File: config.mk
export PLATFORM = sky130hd
export DESIGN_NAME = nx_token_ctrl
export DESIGN_NICKNAME = d
export VERILOG_FILES = /design/src/rtl/nx_token_ctrl.sv
export SDC_FILE = /design/constraint.sdc
export NUM_CORES = 1
export LEC_CHECK = 0
export ABC_AREA = 1
export BUFFER_PORTS_ARGS = -buffer_cell sky130_fd_sc_hd__buf_4
export CORE_UTILIZATION = 30
export DETAILED_ROUTE_END_ITERATION = 10
export PLACE_DENSITY = 0.52
export SETUP_SLACK_MARGIN = 0.4
export SYNTH_ARGS = -nofsm -noshare
export SYNTH_HDL_FRONTEND = slang
export SYNTH_SLANG_ARGS = --single-unit
File: constraint.sdc
create_clock -name clk_i -period 1.9 [get_ports clk_i]
set_input_delay 0.19 -clock clk_i [delete_from_list [all_inputs] [get_ports clk_i]]
set_output_delay 0.19 -clock clk_i [all_outputs]
set_load 0.02 [all_outputs]
File: src/rtl/nx_token_ctrl.sv
// Per-column token controller: grants one token per mesh column, waits for its
// release, re-grants after a gap and flags lost or spurious tokens.
module nx_token_ctrl #(
   parameter int COLUMNS        = 3,
   parameter int GAP_CYCLES     = 1,
   parameter int TIMEOUT_CYCLES = 64,
   parameter int CNT_WIDTH      = 8
) (
   input  logic               clk_i,
   input  logic               rst_i,
   input  logic               enable_i,
   input  logic               clear_i,
   output logic [COLUMNS-1:0] token_grant_o,
   input  logic [COLUMNS-1:0] token_release_i,
   output logic [COLUMNS-1:0] circulating_o,
   output logic [COLUMNS-1:0] timeout_o,
   output logic [COLUMNS-1:0] spurious_o,
   output logic               idle_o
);

   typedef enum logic [1:0] {
      S_IDLE,
      S_GRANT,
      S_WAIT,
      S_GAP
   } state_t;

   localparam logic [CNT_WIDTH-1:0] GAP_LAST     = CNT_WIDTH'(GAP_CYCLES - 1);
   localparam logic [CNT_WIDTH-1:0] TIMEOUT_LAST = CNT_WIDTH'(TIMEOUT_CYCLES - 1);
   localparam logic [CNT_WIDTH-1:0] CNT_ONE      = CNT_WIDTH'(1);

   state_t               state_q [COLUMNS];
   state_t               state_d [COLUMNS];
   logic [CNT_WIDTH-1:0] cnt_q   [COLUMNS];
   logic [CNT_WIDTH-1:0] cnt_d   [COLUMNS];
   logic [COLUMNS-1:0]   timeout_q, timeout_set;
   logic [COLUMNS-1:0]   spurious_q, spurious_set;
   logic                 idle_q, all_idle;

   // Where a column goes once its token has come back (or been declared lost).
   function automatic state_t lap_next(input logic en);
      if (!en)                  return S_IDLE;
      else if (GAP_CYCLES == 0) return S_GRANT;
      else                      return S_GAP;
   endfunction

   always_comb begin
      // NOTE: every variable gets a default before the case so no path leaves
      // it unassigned, which would otherwise infer a latch.
      all_idle     = 1'b1;
      timeout_set  = '0;
      spurious_set = '0;
      for (int c = 0; c < COLUMNS; c++) begin
         state_d[c] = state_q[c];
         cnt_d[c]   = cnt_q[c];
         all_idle   = all_idle & (state_q[c] == S_IDLE);
         case (state_q[c])
            S_IDLE: begin
               spurious_set[c] = token_release_i[c];
               if (enable_i) state_d[c] = S_GRANT;
            end
            S_GRANT: begin
               cnt_d[c]   = '0;
               state_d[c] = token_release_i[c] ? lap_next(enable_i) : S_WAIT;
            end
            S_WAIT: begin
               cnt_d[c] = cnt_q[c] + CNT_ONE;
               if (token_release_i[c]) begin
                  state_d[c] = lap_next(enable_i);
                  cnt_d[c]   = '0;
               end else if (TIMEOUT_CYCLES > 0 && cnt_q[c] == TIMEOUT_LAST) begin
                  // Lost token: flag it and re-issue as if it had returned.
                  timeout_set[c] = 1'b1;
                  state_d[c]     = lap_next(enable_i);
                  cnt_d[c]       = '0;
               end
            end
            S_GAP: begin
               spurious_set[c] = token_release_i[c];
               cnt_d[c]        = cnt_q[c] + CNT_ONE;
               if (cnt_q[c] == GAP_LAST) begin
                  state_d[c] = enable_i ? S_GRANT : S_IDLE;
                  cnt_d[c]   = '0;
               end
            end
            default: state_d[c] = S_IDLE;
         endcase
      end
   end

   // NOTE: sequential state uses non-blocking assignments so every flop
   // samples the pre-edge values regardless of statement order.
   always_ff @(posedge clk_i) begin
      if (rst_i) begin
         for (int c = 0; c < COLUMNS; c++) begin
            state_q[c] <= S_IDLE;
            cnt_q[c]   <= '0;
         end
         timeout_q  <= '0;
         spurious_q <= '0;
         idle_q     <= 1'b1;
      end else begin
         for (int c = 0; c < COLUMNS; c++) begin
            state_q[c] <= state_d[c];
            cnt_q[c]   <= cnt_d[c];
         end
         // Set wins over a coincident clear.
         timeout_q  <= (timeout_q  & ~{COLUMNS{clear_i}}) | timeout_set;
         spurious_q <= (spurious_q & ~{COLUMNS{clear_i}}) | spurious_set;
         idle_q     <= all_idle;
      end
   end

   always_comb begin
      token_grant_o = '0;
      circulating_o = '0;
      for (int c = 0; c < COLUMNS; c++) begin
         token_grant_o[c] = (state_q[c] == S_GRANT);
         circulating_o[c] = (state_q[c] == S_GRANT) || (state_q[c] == S_WAIT);
      end
   end

   assign timeout_o  = timeout_q;
   assign spurious_o = spurious_q;
   assign idle_o     = idle_q;

endmodule

### Yosys cells after proc, flatten, opt, wreduce, memory -nomap -nowiden

Memories as Yosys holds them, arrays and structs flattened.
Cells that the tools add are included.
Widths: inputs -> output; s select.

* register bits: 7
* memory bits (writable): 30
* bits of input ports: 7
* output and inout port bits: 13
* logic and storage cells: 98
* memories: 2

* $add $sub $neg: 3
* eq/ne operators: 12
* muxes and demuxes: 53
* bitwise operators: 13
* reduce and logical (&&, ||, !) cells: 12

Memory list
* cnt_q: words 3, bits a word 8, read ports 3, clocked after Yosys merged registers in 0, wr ports 3, RTL line 34 `logic [CNT_WIDTH-1:0] cnt_q [COLUMNS];`
* state_q: words 3, bits a word 2, read ports 3, clocked after Yosys merged registers in 0, wr ports 3, RTL line 32 `state_t state_q [COLUMNS];`

Operator list (count)
* $mux 8: 12
* $pmux 8 s3: 3
* $mux 2: 19
* $add 8x1->8 const B: 3
* $eq 8x6->1 const B: 3
* $logic_not 8->1: 3
* $pmux 2 s4: 3
* $mux 1: 16
* $eq 2x2->1 const B: 6
* $and 3x3->3: 2
* $eq 2x1->1 const B: 3
* $logic_not 2->1: 3
* $or 1x1->1: 6
* $or 3x3->3: 2
* $reduce_or 2->1: 3
* $logic_or 1x1->1: 3
* $not 3->3: 1
* $and 1x1->1: 2

### Logic depth before layout (Yosys ltp)

Gate-level depths: netlist of the first run.

* word-level depth: 5
* gate-level depth with buffers: 9
* gate-level depth less buffers: 9

### Least setup slack after synthesis of the first run

OpenSTA, ideal clock, no wires.

* path kind: register to register
* from: mem state_q[0][2] (netlist bit)
* to: mem cnt_q[1][4], in the netlist cnt_q[0][12]
* library setup time: 0.070 ns
* arrival time: 1.301 ns
* path slack: 0.529 ns
* stages on the path, launching flop included: 9
* buffers on the path: 1
* period minus slack after synthesis: 1.371 ns
* cell sequence: dfxtp_1 -> inv_1 -> ha_1 -> buf_2 -> nor2_2 -> o21ai_0 -> a21oi_1 -> nand2_1 -> a21oi_1

RTL lines (RTL line)
* start: declaration: 32
* end: declaration: 34

==> results of run 1 <==
==> state kept, by name, summed over array words and instances, names as in the netlist <==
name,cells
timeout_o,3
cnt_q,24
state_q,6
idle_o,1
spurious_o,3
==> what timing repair did <==
item / 4_1_cts / 5_1_grt
pin swaps: 0 / 3
resized for setup: 2 / 24
setup endpoints to repair: 3 / 30
setup buffers: 0 / 4
hold buffers: 0 / 0
==> path summary, 6_finish.rpt <==
check                        to  cells past startpoint  slack, ps          startpoint
hold reg to reg    timeout_o[2]                      2        470        timeout_o[2]
setup reg to reg  state_q[0][2]                      9        470         cnt_q[0][8]
setup / recovery  state_q[0][2]                      9        470         cnt_q[0][8]
hold / removal    spurious_o[2]                      3        180  token_release_i[2]
==> cell usage in the layout, fill, tap and decap left out <==
cell type	synthesis	layout
inv_2	1	4
nand3_2	6	6
clkinv_2	0	2
ha_1	21	15
nand3b_1	1	1
o21ai_0	18	18
nand4_1	8	8
nor2_2	5	7
inv_1	52	49
buf_4	0	25
a21oi_1	37	37
nor2_4	3	6
nand2_2	9	5
o21ai_2	2	2
xor2_1	3	3
o21bai_1	1	1
ha_4	0	1
dfxtp_1	37	33
clkbuf_8	0	5
or2_2	1	1
ha_2	0	5
dfxtp_2	0	4
nand2_4	0	4
o31ai_1	1	1
nor3_1	1	1
o21ai_4	1	1
clkbuf_1	2	1
nand2_1	88	88
nor2_1	32	27
nand3_1	28	28
==> layer usage <==
layer	vias up	global-route usage (%)	wire length, um
met4	0	2.734	52
met5	-	0	0
li1	1207	-	-
met2	18	24.06	2643
met3	4	2.736	90
met1	1025	18.10	2934
==> worst max-delay path, delay by kind of cell, from the launching register on <==
kind,cells,cell delay [ps]
DFF,1,360
and+or+nand+nor,7,740
buffers and inverters,1,50
adders and majority gates,1,210
==> power by group <==
group / internal, mW / total [mW] / switching [mW]
Combinational: 0.568 / 1.47 / 0.898
Sequential: 0.858 / 0.915 / 0.0571
Clock: 0.255 / 0.556 / 0.300
Total: 1.68 / 2.94 / 1.26
==> cell type report <==
type / count / area, um2
inverter: 53 / 198.9
timing repair buffer: 25 / 187.7
clock buffer: 6 / 72.57
clock inverter: 2 / 10.01
fill: 865 / 4898
tap: 102 / 127.6
multi-input combinational: 266 / 1526
sequential: 37 / 745.7
==> per-stage QoR <==
stage / cells / total power [mW]
3_3_place_gp: 479 / 2.265
6_report: 491 / 2.936
5_1_grt: 491 / 3.167
4_1_cts: 487 / 2.844
3_5_place_dp: 479 / 2.260
2_1_floorplan: 362 / 1.859
==> cell families (layout without fill, tap and decap cells) <==
group	after synthesis	count (layout)	synth area share (%)
AND/OR/NAND/NOR	182	182	34.73
XOR/XNOR	3	3	1.085
adder cells (fa/ha/maj)	21	21	10.85
AO/OA/AOI/OAI	60	60	13.39
buffers and inverters	59	86	9.354
flip-flops	37	37	30.59
==> metrics.txt, run 1 <==
Die Wd 91.84 um; Max Slew Vio Count 0; final wirelength 5721 um; fin util 36.94%; DRC violations left 0; vias in the first global route 2068; Final Cell Area 2869 um2; Final period util 75.31%; Post-synth EDFFs 0; first-pass iteration count of the detailed router 4; post-synth cell types 24; Seq/Total Area, Yosys 30.59%; DR vias/cell 4.591; FP Rows 32; top-count cell post-synth nand2_1; placed cell area 2679 um2; number of max-cap violations 0; final RePlAce weighted congestion 0.8130; Synth Net Count 390; Synth Instances 362; Worst EP required 2110 ps; Clock Skew 7.140 ps; top post-synthesis cells by area dfxtp_1, nand2_1, ha_1; crit-path cells ha_2 > nand2_2 > nor2_4 > nand3_2 > nand2_2 > nand3_2 > nand2_1 > inv_1 > nor2_1; class of the worst hold path in -> reg; final worst slack 469.1 ps; n_diodes 0; RSZ-0062 raised after global routing yes; Crit path arrival time 1640 ps; Detailed Route Iter0 Violations 98; H-tree levels 2; CP Class reg -> reg; CTS root buf clkbuf_8; FFs w/ async S/R, synth 0%; WL/cell 11.65 um; Pleak 1.208 nW; initial antenna violation count 0; CP Max Fanout 4; status finished, final reports clean; Overflow after GRT 0; clock sinks 37; fraction of layout cells with a size suffix above 1 20.05%; Synth Flop Type dfxtp_1; number of synthesis warnings 0; Worst-Margin Slew 465.9 ps; Fin Hold WS 183.7 ps; Post-Syn Area 2421 um2; Max Fclk 0.6989 GHz; Synth top area share 30.59%; clock slew at reported path FFs 80 ps; Final Net Count 416; Max rail drop VDD 0.0007750 V; Total GRT Usage 13.96%; power per cell area 1023 nW/um2; Post-synth top cells nand2_1, inv_1, a21oi_1, dfxtp_1, nor2_1; Initial Util 31.17%; die height 91.84 um; largest net degree at the start of global routing 25; HPWL Detailed 4171 um; Worst setup SP type register; pre-CTS setup slack 383.7 ps; area of the core 7767 um2; setup TNS 0 ps; Synth Register Bits 37; Syn Area/Cell 6.688 um2; Yosys top cell by area dfxtp_1; CTS Buf Count 5; crit end category register; CP max stage delay 360 ps; Critical Path Slowest Stage Cell dfxtp_1; IO Pins 20; routed via count 2254; final hold viol count 0; first-pass GRT wire length 9453 um; Port Buffers 19; Clock Latency Late Sink 290 ps; TritonCTS clock tree done; Final Setup Violations 0; Die ar. 8434 um2; Worst slew margin 68.90%; Layout area overhead 18.50%; DRT antenna net count 0; Bufs on Longest Clock Path 2; min cycle time layout 1431 ps
No activity file was read; power rests on OpenSTA's default activity.
==> run 2, diff against run 1 <==
Settings changed: PLACE_DENSITY 0.52 to 0.53.
Clock period 1.9 ns to 1.22 ns, I/O delays scaled along.
==> metrics.txt, run 2 (synthesis gave the netlist of run 1 again) <==
Sequential Power Share 25.6% (-5.6 points); class of the worst hold path in -> reg; Sw Share 41.91% (-0.85 points); Post-Layout Cell Count 542 (+10%); Max Fclk 0.7617 GHz (+9.0%); pre-CTS setup slack -86.89 ps (-470.6 ps); final wirelength 6589 um (+15%); CP Class reg -> reg; crit-path cells ha_4 > nand2_4 > nor2_4 > nand3_2 > nand2_4 > nand2_8 > nand2_4 > a21oi_2; Clock Latency Late Sink 290 ps (about the same); Worst-Margin Slew 352.5 ps (-113.4 ps); Pleak 1.636 nW (+35%); crit end category register; largest register by flop count cnt_q; FP Rows 32 (unchanged); area of the core 7767 um2 (unchanged); Top Registers cnt_q: 24 flops, state_q: 6 flops; most frequent cells in the layout nand2_1, buf_4, inv_1; H-tree levels 2 (unchanged); IO Pins 20 (unchanged); Crit path buffers/inverters 0 (-1); largest net degree at the start of global routing 24 (-4.0%); delay-heaviest family, CP simple AND/OR/NAND/NOR gates; final RePlAce weighted congestion 0.7819 (-3.8%); min cycle time layout 1313 ps (-118.1 ps); Max rail drop VDD 0.001015 V (+31%); internal power 3.620 mW (+120%); RSZ-0062 raised after global routing yes; Final Cell Area 4000 um2 (+39%); Worst setup SP type register; Critical Path Slowest Stage Cell dfxtp_4; final hold viol count 0 (unchanged); Overflow after GRT 0 (unchanged); first-pass GRT wire length 10930 um (+16%); CTS Buf Count 5 (unchanged); failing checks setup timing; WL/cell 12.16 um (+4.3%); Worst slew margin 76.50% (+7.6 points); Die Wd 91.84 um (unchanged); vias in the first global route 2374 (+15%); Cells after DPL 521 (+8.8%); DRC violations left 0 (unchanged); clock sinks 37 (unchanged); Worst EP required 1390 ps (-720 ps); Top cell by count, worst path nand2_4; Final Net Count 467 (+12%); Detailed Route Iter0 Violations 66 (-33%); Bufs on Longest Clock Path 2 (unchanged); setup TNS -1399 ps (-1399 ps); TritonCTS clock tree done; number of max-cap violations 0 (unchanged); initial antenna violation count 0 (unchanged); CP max stage delay 370 ps (about the same); DR vias/cell 4.637 (+1.0%); routed via count 2513 (+11%); first-pass iteration count of the detailed router 4 (unchanged); most common cell after layout, fill and taps aside nand2_1; CTS root buf clkbuf_8; Port Buffers 19 (unchanged); Max Slew Vio Count 0 (unchanged); Final period util 107.6% (+32 points); max reg flops 24 (unchanged); combinational power share 60.6% (+11 points); clock slew at reported path FFs 80 ps (about the same); Initial Util 31.17% (unchanged); die height 91.84 um (unchanged); n_diodes 0 (unchanged); final worst slack -92.79 ps (-561.9 ps); Switching Power 2.612 mW (+110%); Final Setup Violations 33 (+33); Die ar. 8434 um2 (unchanged); status finished, violations left; DRT antenna net count 0 (unchanged); power per cell area 1558 nW/um2 (+52%); CP Max Fanout 8 (+4); Total GRT Usage 16.18% (+2.2 points); fraction of layout cells with a size suffix above 1 53.86% (+34 points); Clock Power Share 13.8% (-5.1 points); placed cell area 3234 um2 (+21%); Hold Buf Count CTS 0 (unchanged); HPWL Detailed 4480 um (+7.4%); Crit path arrival time 1480 ps (-160 ps); Layout area overhead 65.22%; Clock Skew 7.433 ps (+0.2925 ps)
[run 2: final timing paths]
check        cells after the start  slack (ps)                from            end
max                              8         -90        cnt_q[0][16]   cnt_q[0][17]
min                              3         110  token_release_i[1]  spurious_o[1]
max reg2reg                      8         -90        cnt_q[0][16]   cnt_q[0][17]
min reg2reg                      2         470       spurious_o[1]  spurious_o[1]
[run 2: worst reg2reg max path: cells and delay by family, from the launching register on]
kind                       cells  cell delay (ps)
adders and majority gates      1              140
DFF                            1              370
and+or+nand+nor                6              630
AOI/OAI and AO/OA              1               40
[run 2: area by class of cell]
type	count	area (um2)
Clock buffer	8	80.08
Fill cell	741	3767
Inverter	53	234.0
Multi-Input combinational cell	266	2096
Sequential cell	37	797.0
Tap cell	102	127.6
Timing Repair Buffer	76	665.6
[run 2: timing repair]
action                                  4_1_cts  5_1_grt
resized for setup                            79       83
buffers inserted                             10        3
pin swaps                                    35       27
endpoints found under the setup margin       50       50
[run 2: through the flow]
step | hold WS [ps] | utilization, % | power [mW]
global placement | 416.5 | 41.64 | 4.295
floorplan | 183.7 | - | 3.414
global route | 106.1 | 51.50 | 6.649
finish | 106.8 | 51.50 | 6.232
detailed placement | 416.6 | 41.64 | 4.288
CTS | 99.68 | 47.41 | 5.787
[run 2: power groups by stage]
| stage | combinational [mW] | sequential [mW] | clock (mW) |
|---|---|---|---|
| global placement | 2.78 | 1.52 | 0 |
| CTS | 3.35 | 1.54 | 0.899 |
| detailed placement | 2.77 | 1.52 | 0 |
| floorplan | 1.86 | 1.55 | 0 |
| global route | 4.10 | 1.62 | 0.935 |
| finish | 3.77 | 1.60 | 0.861 |
[run 2: metal layers]
layer  part of all wire [%]  vias up  global-route usage [%]
li1                       -     1314                       -
met1                     48     1171                   20.64
met2                     49       22                   27.69
met3                    2.1        6                   3.151
met4                    1.2        0                   4.557
met5                      0        -                       0
==> run 3, diff against run 2 <==
Settings changed: CELL_PAD_IN_SITES_DETAIL_PLACEMENT from default to 0, CELL_PAD_IN_SITES_GLOBAL_PLACEMENT from default to 1, PLACE_DENSITY 0.53 to 0.67, SLEW_MARGIN from default to 0.
==> metrics.txt, run 3 (synthesis gave the netlist of run 1 again) <==
IO Pins 20 (unchanged); # fillers 745 (+0.54%); Crit path arrival time 1220 ps (-260 ps); clock slew at reported path FFs 90 ps (about the same); worst r2r path cells 8 (unchanged); Max Used Layer met4; DRT antenna net count 0 (unchanged); Final Setup Violations 36 (+9.1%); Post-Route M1 WL 3355 um (+6.0%); Worst-Margin Slew 376.8 ps (+24.28 ps); Hold Path Origin token_release_i[1]; DR vias/cell 4.647 (+0.24%); H-tree levels 2 (unchanged); CP Max Fanout 3 (-5); Cells on Worst Hold Path 3 (unchanged); HPWL Detailed 4519 um (+0.87%); final hold viol count 0 (unchanged); fin util 53.95% (+2.4 points); power per cell area 1611 nW/um2 (+3.4%); n_diodes 0 (unchanged); CTS root buf clkbuf_8; Worst EP required 1100 ps (-290 ps); routed via count 2584 (+2.8%); Die ar. 8434 um2 (unchanged); CTS Buf Count 5 (unchanged); die height 91.84 um (unchanged); first-pass GRT wire length 11610 um (+6.2%); RR Endpoint cnt_q[0][12]; min cycle time layout 1342 ps (+28.83 ps); Fin Hold WS 99.21 ps (-7.538 ps); Total GRT Usage 17.40% (+1.2 points); Initial Util 31.17% (unchanged); largest register by flop count cnt_q; Final Cell Area 4190 um2 (+4.8%); fraction of layout cells with a size suffix above 1 55.29% (+1.4 points); Port Buffers 19 (unchanged); pre-CTS setup slack -111.4 ps (-24.48 ps); placed cell area 3297 um2 (+1.9%); number of max-cap violations 0 (unchanged); clock sinks 37 (unchanged); Max rail drop VDD 0.001079 V (+6.3%); worst r2r src cnt_q[0][9]; Clock Latency Late Sink 300 ps (about the same); setup TNS -2638 ps (-1239 ps); Max Fclk 0.7454 GHz (-2.1%); most common cell after layout, fill and taps aside nand2_1; TritonCTS clock tree done; area of the core 7767 um2 (unchanged); RSZ-0062 raised after global routing yes; Overflow after GRT 0 (unchanged); final wirelength 6937 um (+5.3%); DRC violations left 0 (unchanged); Final period util 110.0% (+2.4 points); WL/cell 12.48 um (+2.6%); class of the worst hold path in -> reg; Pleak 1.695 nW (+3.6%); largest net degree at the start of global routing 24 (unchanged); initial antenna violation count 0 (unchanged); status finished, violations left; failing checks setup timing; Die Wd 91.84 um (unchanged); Worst setup SP type register; Detailed Route Iter0 Violations 74 (+12%); most frequent cells in the layout nand2_1, buf_4, inv_1; final worst slack -121.6 ps (-28.83 ps); vias in the first global route 2495 (+5.1%); Final Net Count 481 (+3.0%); DR WL met2 3307 um (+3.2%); final RePlAce weighted congestion 0.7910 (+1.2%); max reg flops 24 (unchanged); Layout area overhead 73.07%; R2R setup slack -110 ps (-20 ps); first-pass iteration count of the detailed router 4 (unchanged); FP Rows 32 (unchanged); Bufs on Longest Clock Path 2 (unchanged); Clock Skew 15.22 ps (+7.785 ps); Top Registers cnt_q: 24 flops, state_q: 6 flops; crit end category primary output; Max Slew Vio Count 0 (unchanged); CP Class reg -> out; Worst slew margin 74.88% (-1.6 points); metal3 WL 190 um (+38%); WHS Endpoint spurious_o[1]
## run 3: routing by layer
metal	global-route usage, %	up-vias
met4	5.208	0
met3	2.902	10
met2	28.95	37
met5	0	-
met1	23.00	1190
li1	-	1347
## run 3: layout make-up
cell class,count,area (um2),area share (%)
multi-input cells,266,2073,49.48
inverters,53,234.0,5.584
flip-flops and latches,37,795.8,18.99
well taps,102,127.6,3.046
clock inverters,2,16.27,0.3882
repair buffers,90,849.6,20.27
clock buffers,6,93.84,2.239
## run 3: worst max path at each step
stage	startpoint	slack (ps)	to
after CTS	state_q[0][0]	-120	circulating_o[0]
after floorplan	cnt_q[0][9]	20	cnt_q[0][9]
after global routing	cnt_q[0][16]	-190	state_q[0][4]
after detailed placement	state_q[0][4]	-110	cnt_q[0][21]
final	state_q[0][0]	-120	circulating_o[0]
after global placement	state_q[0][4]	-100	cnt_q[0][22]
## run 3: worst max-delay path, cell delays in order, from the launching register on
cell and delay (ps):
dfxtp_4 380, inv_4 50, buf_12 110, ha_4 260, buf_6 110
## run 3: timing repair
| action | 4_1_cts | 5_1_grt |
|---|---|---|
| hold buffers | 0 | 0 |
| cloned | 1 | 0 |
| endpoints found under the setup margin | 50 | 50 |
| gates resized for setup | 116 | 44 |
| pin swaps | 50 | 35 |
| buffers inserted | 15 | 6 |
## run 3: per-stage QoR
step,power (mW),instances
finish,6.752,556
global route,7.196,556
CTS,6.378,550
detailed placement,4.335,526
global placement,4.356,526
floorplan,3.414,362
## run 3: power by group
| part | switching, mW | leakage, nW | internal (mW) |
|---|---|---|---|
| Clock | 0.513 | 0.0525 | 0.531 |
| Combinational | 2.04 | 1.33 | 2.08 |
| Sequential | 0.209 | 0.312 | 1.38 |
